**config.mk**
```make
export PLATFORM = sky130hd
export DESIGN_NAME = ltsm_sb_hs_engine
export DESIGN_NICKNAME = d
export VERILOG_FILES = /design/src/rtl/ltsm_sb_hs_engine.sv
export SDC_FILE = /design/constraint.sdc
export NUM_CORES = 1
export LEC_CHECK = 0
export CELL_PAD_IN_SITES_DETAIL_PLACEMENT = 1
export CELL_PAD_IN_SITES_GLOBAL_PLACEMENT = 1
export CORE_MARGIN = 2
export CORE_UTILIZATION = 31
export DETAILED_ROUTE_END_ITERATION = 16
export PLACE_DENSITY = 0.65
export REMOVE_ABC_BUFFERS = 1
export SYNTH_ARGS = -nofsm -noshare
export SYNTH_HDL_FRONTEND = slang
export SYNTH_SLANG_ARGS = --single-unit
export TNS_END_PERCENT = 10
```
**constraint.sdc**
```tcl
create_clock -name i_clk -period 3.6 [get_ports i_clk]
set_input_delay 0.36 -clock i_clk [delete_from_list [all_inputs] [get_ports i_clk]]
set_output_delay 0.36 -clock i_clk [all_outputs]
set_load 0.02 [all_outputs]
```
**src/rtl/ltsm_sb_hs_engine.sv**
```systemverilog
// Sideband REQ/RESP handshake for one LTSM state: local and partner exchanges share one TX slot.
// Valid rises 1 cycle after a send state is entered; a grant is held until i_SB_Busy falls.
module ltsm_sb_hs_engine #(
  parameter int                      SB_MSG_WIDTH   = 4,
  parameter logic [SB_MSG_WIDTH-1:0] REQ_CODE       = 4'd1,
  parameter logic [SB_MSG_WIDTH-1:0] RESP_CODE      = 4'd2,
  parameter int                      TIMEOUT_W      = 20,
  parameter int                      TIMEOUT_CYCLES = 800000,
  parameter int                      RESEND_CYCLES  = 100000,
  parameter int                      MAX_RESEND     = 3
) (
  input  logic                    i_clk,
  input  logic                    i_rst_n,
  input  logic                    i_hs_en,
  input  logic                    i_SB_Busy,
  input  logic                    i_rx_msg_valid,
  input  logic [SB_MSG_WIDTH-1:0] i_decoded_SB_msg,
  output logic [SB_MSG_WIDTH-1:0] o_encoded_SB_msg,
  output logic                    o_tx_msg_valid,
  output logic                    o_hs_end,
  output logic                    o_timeout
);

  localparam int RS_W = (RESEND_CYCLES > 1) ? $clog2(RESEND_CYCLES) : 1;
  localparam int RC_W = (MAX_RESEND > 0) ? $clog2(MAX_RESEND + 1) : 1;

  typedef enum logic [1:0] {TX_IDLE, TX_SEND_REQ, TX_WAIT_RESP, TX_DONE} tx_state_e;
  typedef enum logic [1:0] {RX_IDLE, RX_WAIT_REQ, RX_SEND_RESP, RX_DONE} rx_state_e;
  typedef enum logic [1:0] {GNT_NONE, GNT_TX, GNT_RX} gnt_e;

  tx_state_e               tx_state_q, tx_state_d;
  rx_state_e               rx_state_q, rx_state_d;
  gnt_e                    grant_q, grant_d;
  logic                    busy_q;
  logic                    resp_seen_q, resp_seen_d;
  logic [RS_W-1:0]         rs_tmr_q, rs_tmr_d;
  logic [RC_W-1:0]         rs_cnt_q, rs_cnt_d;
  logic [TIMEOUT_W-1:0]    tmo_cnt_q, tmo_cnt_d;
  logic                    timeout_q, timeout_d;
  logic                    hs_end_q, hs_end_d;
  logic                    tx_vld_q, tx_vld_d;
  logic [SB_MSG_WIDTH-1:0] msg_q, msg_d;

  logic sent_evt, tx_sent, rx_sent, rx_req_hit, rx_resp_hit, tmo_hit;

  assign sent_evt    = busy_q & ~i_SB_Busy;
  assign tx_sent     = sent_evt && (grant_q == GNT_TX);
  assign rx_sent     = sent_evt && (grant_q == GNT_RX);
  assign rx_req_hit  = i_rx_msg_valid && (i_decoded_SB_msg == REQ_CODE);
  assign rx_resp_hit = i_rx_msg_valid && (i_decoded_SB_msg == RESP_CODE);
  assign tmo_hit     = i_hs_en && !timeout_q && !hs_end_q &&
                       (tmo_cnt_q == TIMEOUT_W'(TIMEOUT_CYCLES - 1));

  always_comb begin
    tx_state_d  = tx_state_q;
    rx_state_d  = rx_state_q;
    grant_d     = grant_q;
    resp_seen_d = resp_seen_q;
    rs_tmr_d    = rs_tmr_q;
    rs_cnt_d    = rs_cnt_q;
    tmo_cnt_d   = tmo_cnt_q;
    timeout_d   = timeout_q;
    hs_end_d    = hs_end_q;

    if (!i_hs_en) begin
      tx_state_d  = TX_IDLE;
      rx_state_d  = RX_IDLE;
      grant_d     = GNT_NONE;
      resp_seen_d = 1'b0;
      rs_tmr_d    = '0;
      rs_cnt_d    = '0;
      tmo_cnt_d   = '0;
      timeout_d   = 1'b0;
      hs_end_d    = 1'b0;
    end else if (timeout_q) begin
      grant_d = GNT_NONE;
    end else if (tmo_hit) begin
      // Both exchanges freeze where they are; only the flag and the dropped grant change.
      timeout_d = 1'b1;
      grant_d   = GNT_NONE;
    end else begin
      if (!hs_end_q && !(&tmo_cnt_q)) tmo_cnt_d = tmo_cnt_q + 1'b1;
      hs_end_d = (tx_state_q == TX_DONE) && (rx_state_q == RX_DONE);

      if (grant_q == GNT_NONE) begin
        if (rx_state_q == RX_SEND_RESP)     grant_d = GNT_RX;
        else if (tx_state_q == TX_SEND_REQ) grant_d = GNT_TX;
      end else if (sent_evt) begin
        grant_d = GNT_NONE;
      end

      unique case (tx_state_q)
        TX_IDLE: begin
          tx_state_d  = TX_SEND_REQ;
          resp_seen_d = rx_resp_hit;
          rs_tmr_d    = '0;
          rs_cnt_d    = '0;
        end
        TX_SEND_REQ: begin
          // A RESP overtaking our own REQ is remembered and completes the exchange once the REQ leaves.
          if (rx_resp_hit) resp_seen_d = 1'b1;
          if (tx_sent) begin
            if (resp_seen_q || rx_resp_hit) begin
              tx_state_d = TX_DONE;
            end else begin
              tx_state_d = TX_WAIT_RESP;
              rs_tmr_d   = '0;
            end
          end
        end
        TX_WAIT_RESP: begin
          if (rx_resp_hit) begin
            tx_state_d = TX_DONE;
          end else if (rs_tmr_q == RS_W'(RESEND_CYCLES - 1)) begin
            if (rs_cnt_q < RC_W'(MAX_RESEND)) begin
              tx_state_d = TX_SEND_REQ;
              rs_cnt_d   = rs_cnt_q + 1'b1;
            end
          end else begin
            rs_tmr_d = rs_tmr_q + 1'b1;
          end
        end
        TX_DONE: tx_state_d = TX_DONE;
        default: tx_state_d = TX_IDLE;
      endcase

      unique case (rx_state_q)
        RX_IDLE:      rx_state_d = rx_req_hit ? RX_SEND_RESP : RX_WAIT_REQ;
        RX_WAIT_REQ:  if (rx_req_hit) rx_state_d = RX_SEND_RESP;
        RX_SEND_RESP: if (rx_sent) rx_state_d = RX_DONE;
        RX_DONE:      rx_state_d = RX_DONE;
        default:      rx_state_d = RX_IDLE;
      endcase
    end

    tx_vld_d = (grant_d != GNT_NONE);
    msg_d    = '0;
    if (grant_d == GNT_TX)      msg_d = REQ_CODE;
    else if (grant_d == GNT_RX) msg_d = RESP_CODE;
  end

  always_ff @(posedge i_clk or negedge i_rst_n) begin
    if (!i_rst_n) begin
      tx_state_q  <= TX_IDLE;
      rx_state_q  <= RX_IDLE;
      grant_q     <= GNT_NONE;
      busy_q      <= 1'b0;
      resp_seen_q <= 1'b0;
      rs_tmr_q    <= '0;
      rs_cnt_q    <= '0;
      tmo_cnt_q   <= '0;
      timeout_q   <= 1'b0;
      hs_end_q    <= 1'b0;
      tx_vld_q    <= 1'b0;
      msg_q       <= '0;
    end else begin
      tx_state_q  <= tx_state_d;
      rx_state_q  <= rx_state_d;
      grant_q     <= grant_d;
      busy_q      <= i_SB_Busy;
      resp_seen_q <= resp_seen_d;
      rs_tmr_q    <= rs_tmr_d;
      rs_cnt_q    <= rs_cnt_d;
      tmo_cnt_q   <= tmo_cnt_d;
      timeout_q   <= timeout_d;
      hs_end_q    <= hs_end_d;
      tx_vld_q    <= tx_vld_d;
      msg_q       <= msg_d;
    end
  end

  assign o_tx_msg_valid   = tx_vld_q;
  assign o_encoded_SB_msg = msg_q;
  assign o_hs_end         = hs_end_q;
  assign o_timeout        = timeout_q;

endmodule

```
==> impl_metrics.tcl <==
set metrics [dict create \
    synth-xor-area-share_pct 3.91 \
    yosysWarnings 0 \
    fin_tns_setup_ns 0 \
    finalPower_mw 1.23 \
    clock-sinks 52 \
    synth_fa_ha_area_share_pct 1.29 \
    path_cells "or4b_4 > nor4b_4 > nor3_1 > nand3_1 > nor2_1 > a31o_2" \
    row_count 35 \
    grt_usage_pct 15.5 \
    grt_max_degree 38 \
    clk_pin_slew_worst_paths_ns 0.11 \
    synth_mux_area_share_pct 0.774 \
    ctsResizeCount 0 \
    grt_pass1_wl_um 12600 \
    hold_viol 0 \
    power_frac_comb_pct 18.8 \
    ys.flop_type "dfrtp_1" \
    path_delay_family "simple AND/OR/NAND/NOR gates" \
    layout_setup_ws_ns 1.12 \
    slew_headroom_pct 41.5 \
    arrival_ns 2.69 \
    reg2reg_depth 6 \
    drtIter0Drc 91 \
    ir_drop_mv 0.182 \
    detailedPlace.worstSlack_ns 0.789 \
    wirelength_um 7050 \
    critPathKind "reg2reg" \
    ys_ff_latch 52 \
    drcViolationCount 0 \
    skew_ns 0.0134 \
    first_pass_iters 4 \
    yosysSeqAreaShare_pct 44.7 \
    p_clk_share_pct 27.9 \
    max_stage_delay_ns 0.60 \
    synth_edf_count 0 \
    die_area_um2 10200 \
    fillers 1056 \
    overflow 0 \
    wire_per_inst_um 16.3 \
    required_ns 3.80 \
    detail-route-antenna-nets 0 \
    path_max_fanout 13 \
    startpoint_type "flop" \
    cts_setup_buffers 0 \
    cts_tree "built" \
    clk_latency_ns 0.32 \
    htreeDepth 2 \
    yosys-top-cells-area "dfrtp_1 (45%), o21ai_0 (3.6%), nand3_1 (3.4%), nor2_1 (3.4%), o31ai_1 (3.4%)" \
    end_kind "flop" \
    netlist_top_cells_count "dfrtp_1 (52), nor2_1 (26), nand2_1 (24)" \
    area_growth_pct 10.4 \
    stdcell_count 432 \
    outcome "finished, final reports clean" \
    die_y_um 101 \
    dp.cells 424 \
    drive_gt1_share_pct 8.41 \
    p_int_uw 843 \
    synth_compound_area_share_pct 17.8 \
    p_per_area_nw_per_um2 382 \
    finalSetupViolCount 0 \
    netlist_area_um2 2910 \
    boundaryPins 16 \
    drv_cap 0 \
    min_period_ns 2.48 \
    synth_top_family_by_area "simple AND/OR/NAND/NOR gates" \
    syn_avg_cell_area_um2 9.41 \
    core_um2 9150 \
    cts_buffers 5 \
    synth.largest_area_cell "dfrtp_1" \
    vias 2371 \
    hold_buffers 0 \
    nets 332 \
    synth-simple-area-share_pct 27.1 \
    p_sw_uw 384 \
    ys_types 53 \
    drv_slew 0 \
    p_seq_share_pct 53.3 \
    cpMaxStageDelayCell "or4b_4" \
    cp_num_buf_inv 0 \
    min_path_type "in2async" \
    post-route-period-util_pct 68.9 \
    start_util_pct 31.8 \
    clock.fmax_mhz 403 \
    place.port_buffers 13 \
    grt_pass1_vias 2599 \
    antenna_found_initial 0 \
    die_x_um 101 \
    worst_pin_slew_ns 0.878 \
    cp.depth 6 \
    max-clock-path-buffers 2 \
    dpl.hpwl_um 5000 \
    routabilityCongestion 0.763 \
    synth_most_common_cell "dfrtp_1" \
    swShare_pct 31.3 \
    syn-instance-count 309 \
    rsz0062_at_grt "false" \
    n_antenna_cell 0 \
    cts_root_buf "clkbuf_8" \
    leakagePower_nw 1.38 \
    synth_top_cell_area_share_pct 44.7 \
    async_reset_ff_share_pct 100 \
    vias_per_cell 5.49 \
]
-- layer usage --
metal	share of wire [%]	track usage, %
met1	47	20.4
met2	49	25.7
met3	2.0	2.64
met4	1.5	5.06
met5	0	0
-- registers in the layout (all words and copies together), names as in the netlist --
signal	cells
tmo_cnt_q	20
rs_tmr_q	17
grant_q	2
o_encoded_SB_msg	2
rs_cnt_q	2
rx_state_q	2
tx_state_q	2
busy_q	1
o_hs_end	1
o_timeout	1
o_tx_msg_valid	1
resp_seen_q	1
-- power by group through the flow --
| stage | sequential, mW | combinational (mW) | clock [mW] |
|---|---|---|---|
| after detailed placement | 0.665 | 0.235 | 0 |
| after CTS | 0.654 | 0.236 | 0.361 |
| after global routing | 0.664 | 0.261 | 0.381 |
| final | 0.653 | 0.231 | 0.342 |
| after global placement | 0.664 | 0.231 | 0 |
| after floorplan | 0.664 | 0.139 | 0 |
-- cell type report --
type,count,area [um^2],share of cell area (%)
timing repair buffer,18,163,5.06
sequential,52,1300,40.5
multi-input combinational,234,1490,46.3
tap,111,139,4.32
clock buffer,5,68.8,2.14
inverter,9,33.8,1.05
clock inverter,3,18.8,0.584
-- metrics by stage --
stage                     util [%]  hold slack [ns]  area (um^2)
after floorplan                  -           0.0644         2820
after global placement        34.1            0.457         3120
after detailed placement      34.1            0.469         3120
after CTS                     35.1            0.195         3210
after global routing          35.1            0.212         3210
final                         35.1            0.141         3210
-- layout by cell type (no fill, tap or decap), types with 6 or more instances in the layout --
| cell | netlist | layout |
|---|---|---|
| and2_1 | 15 | 15 |
| nand2_1 | 24 | 24 |
| dfrtp_1 | 52 | 52 |
| a21oi_1 | 11 | 11 |
| nor2_1 | 26 | 26 |
| o21ai_1 | 6 | 6 |
| nand3_1 | 20 | 20 |
| clkdlybuf4s50_1 | 0 | 12 |
| and3_1 | 6 | 6 |
| xnor2_1 | 11 | 11 |
| nand4_1 | 9 | 9 |
| o21ai_0 | 21 | 21 |
| inv_1 | 9 | 9 |
| o31ai_1 | 13 | 13 |
| a31oi_1 | 7 | 7 |
-- final timing paths --
kind | slack (ns) | end | from
max in group asynchronous | 2.67 | tmo_cnt_q[10]$_DFFE_PN0P_ | i_rst_n
min in group i_clk | 0.48 | rs_tmr_q[16]$_DFFE_PN0P_ | rs_tmr_q[16]$_DFFE_PN0P_
worst max register to register | 1.12 | rs_tmr_q[9]$_DFFE_PN0P_ | rs_tmr_q[13]$_DFFE_PN0P_
worst min-delay path | 0.14 | tmo_cnt_q[12]$_DFFE_PN0P_ | i_rst_n
worst min register to register | 0.48 | rs_tmr_q[16]$_DFFE_PN0P_ | rs_tmr_q[16]$_DFFE_PN0P_
worst max-delay path | 1.12 | rs_tmr_q[9]$_DFFE_PN0P_ | rs_tmr_q[13]$_DFFE_PN0P_
-- cell families (layout without fill, tap and decap cells) --
group	count (synthesis)	in the layout
AO/OA/AOI/OAI	79	79
XOR/XNOR	13	13
adder cells (fa/ha/maj)	3	3
buffers and inverters	24	35
flip-flops	52	52
multiplexers	2	2
other	1	2
AND/OR/NAND/NOR	135	135
(Power assumes the default switching activity.)
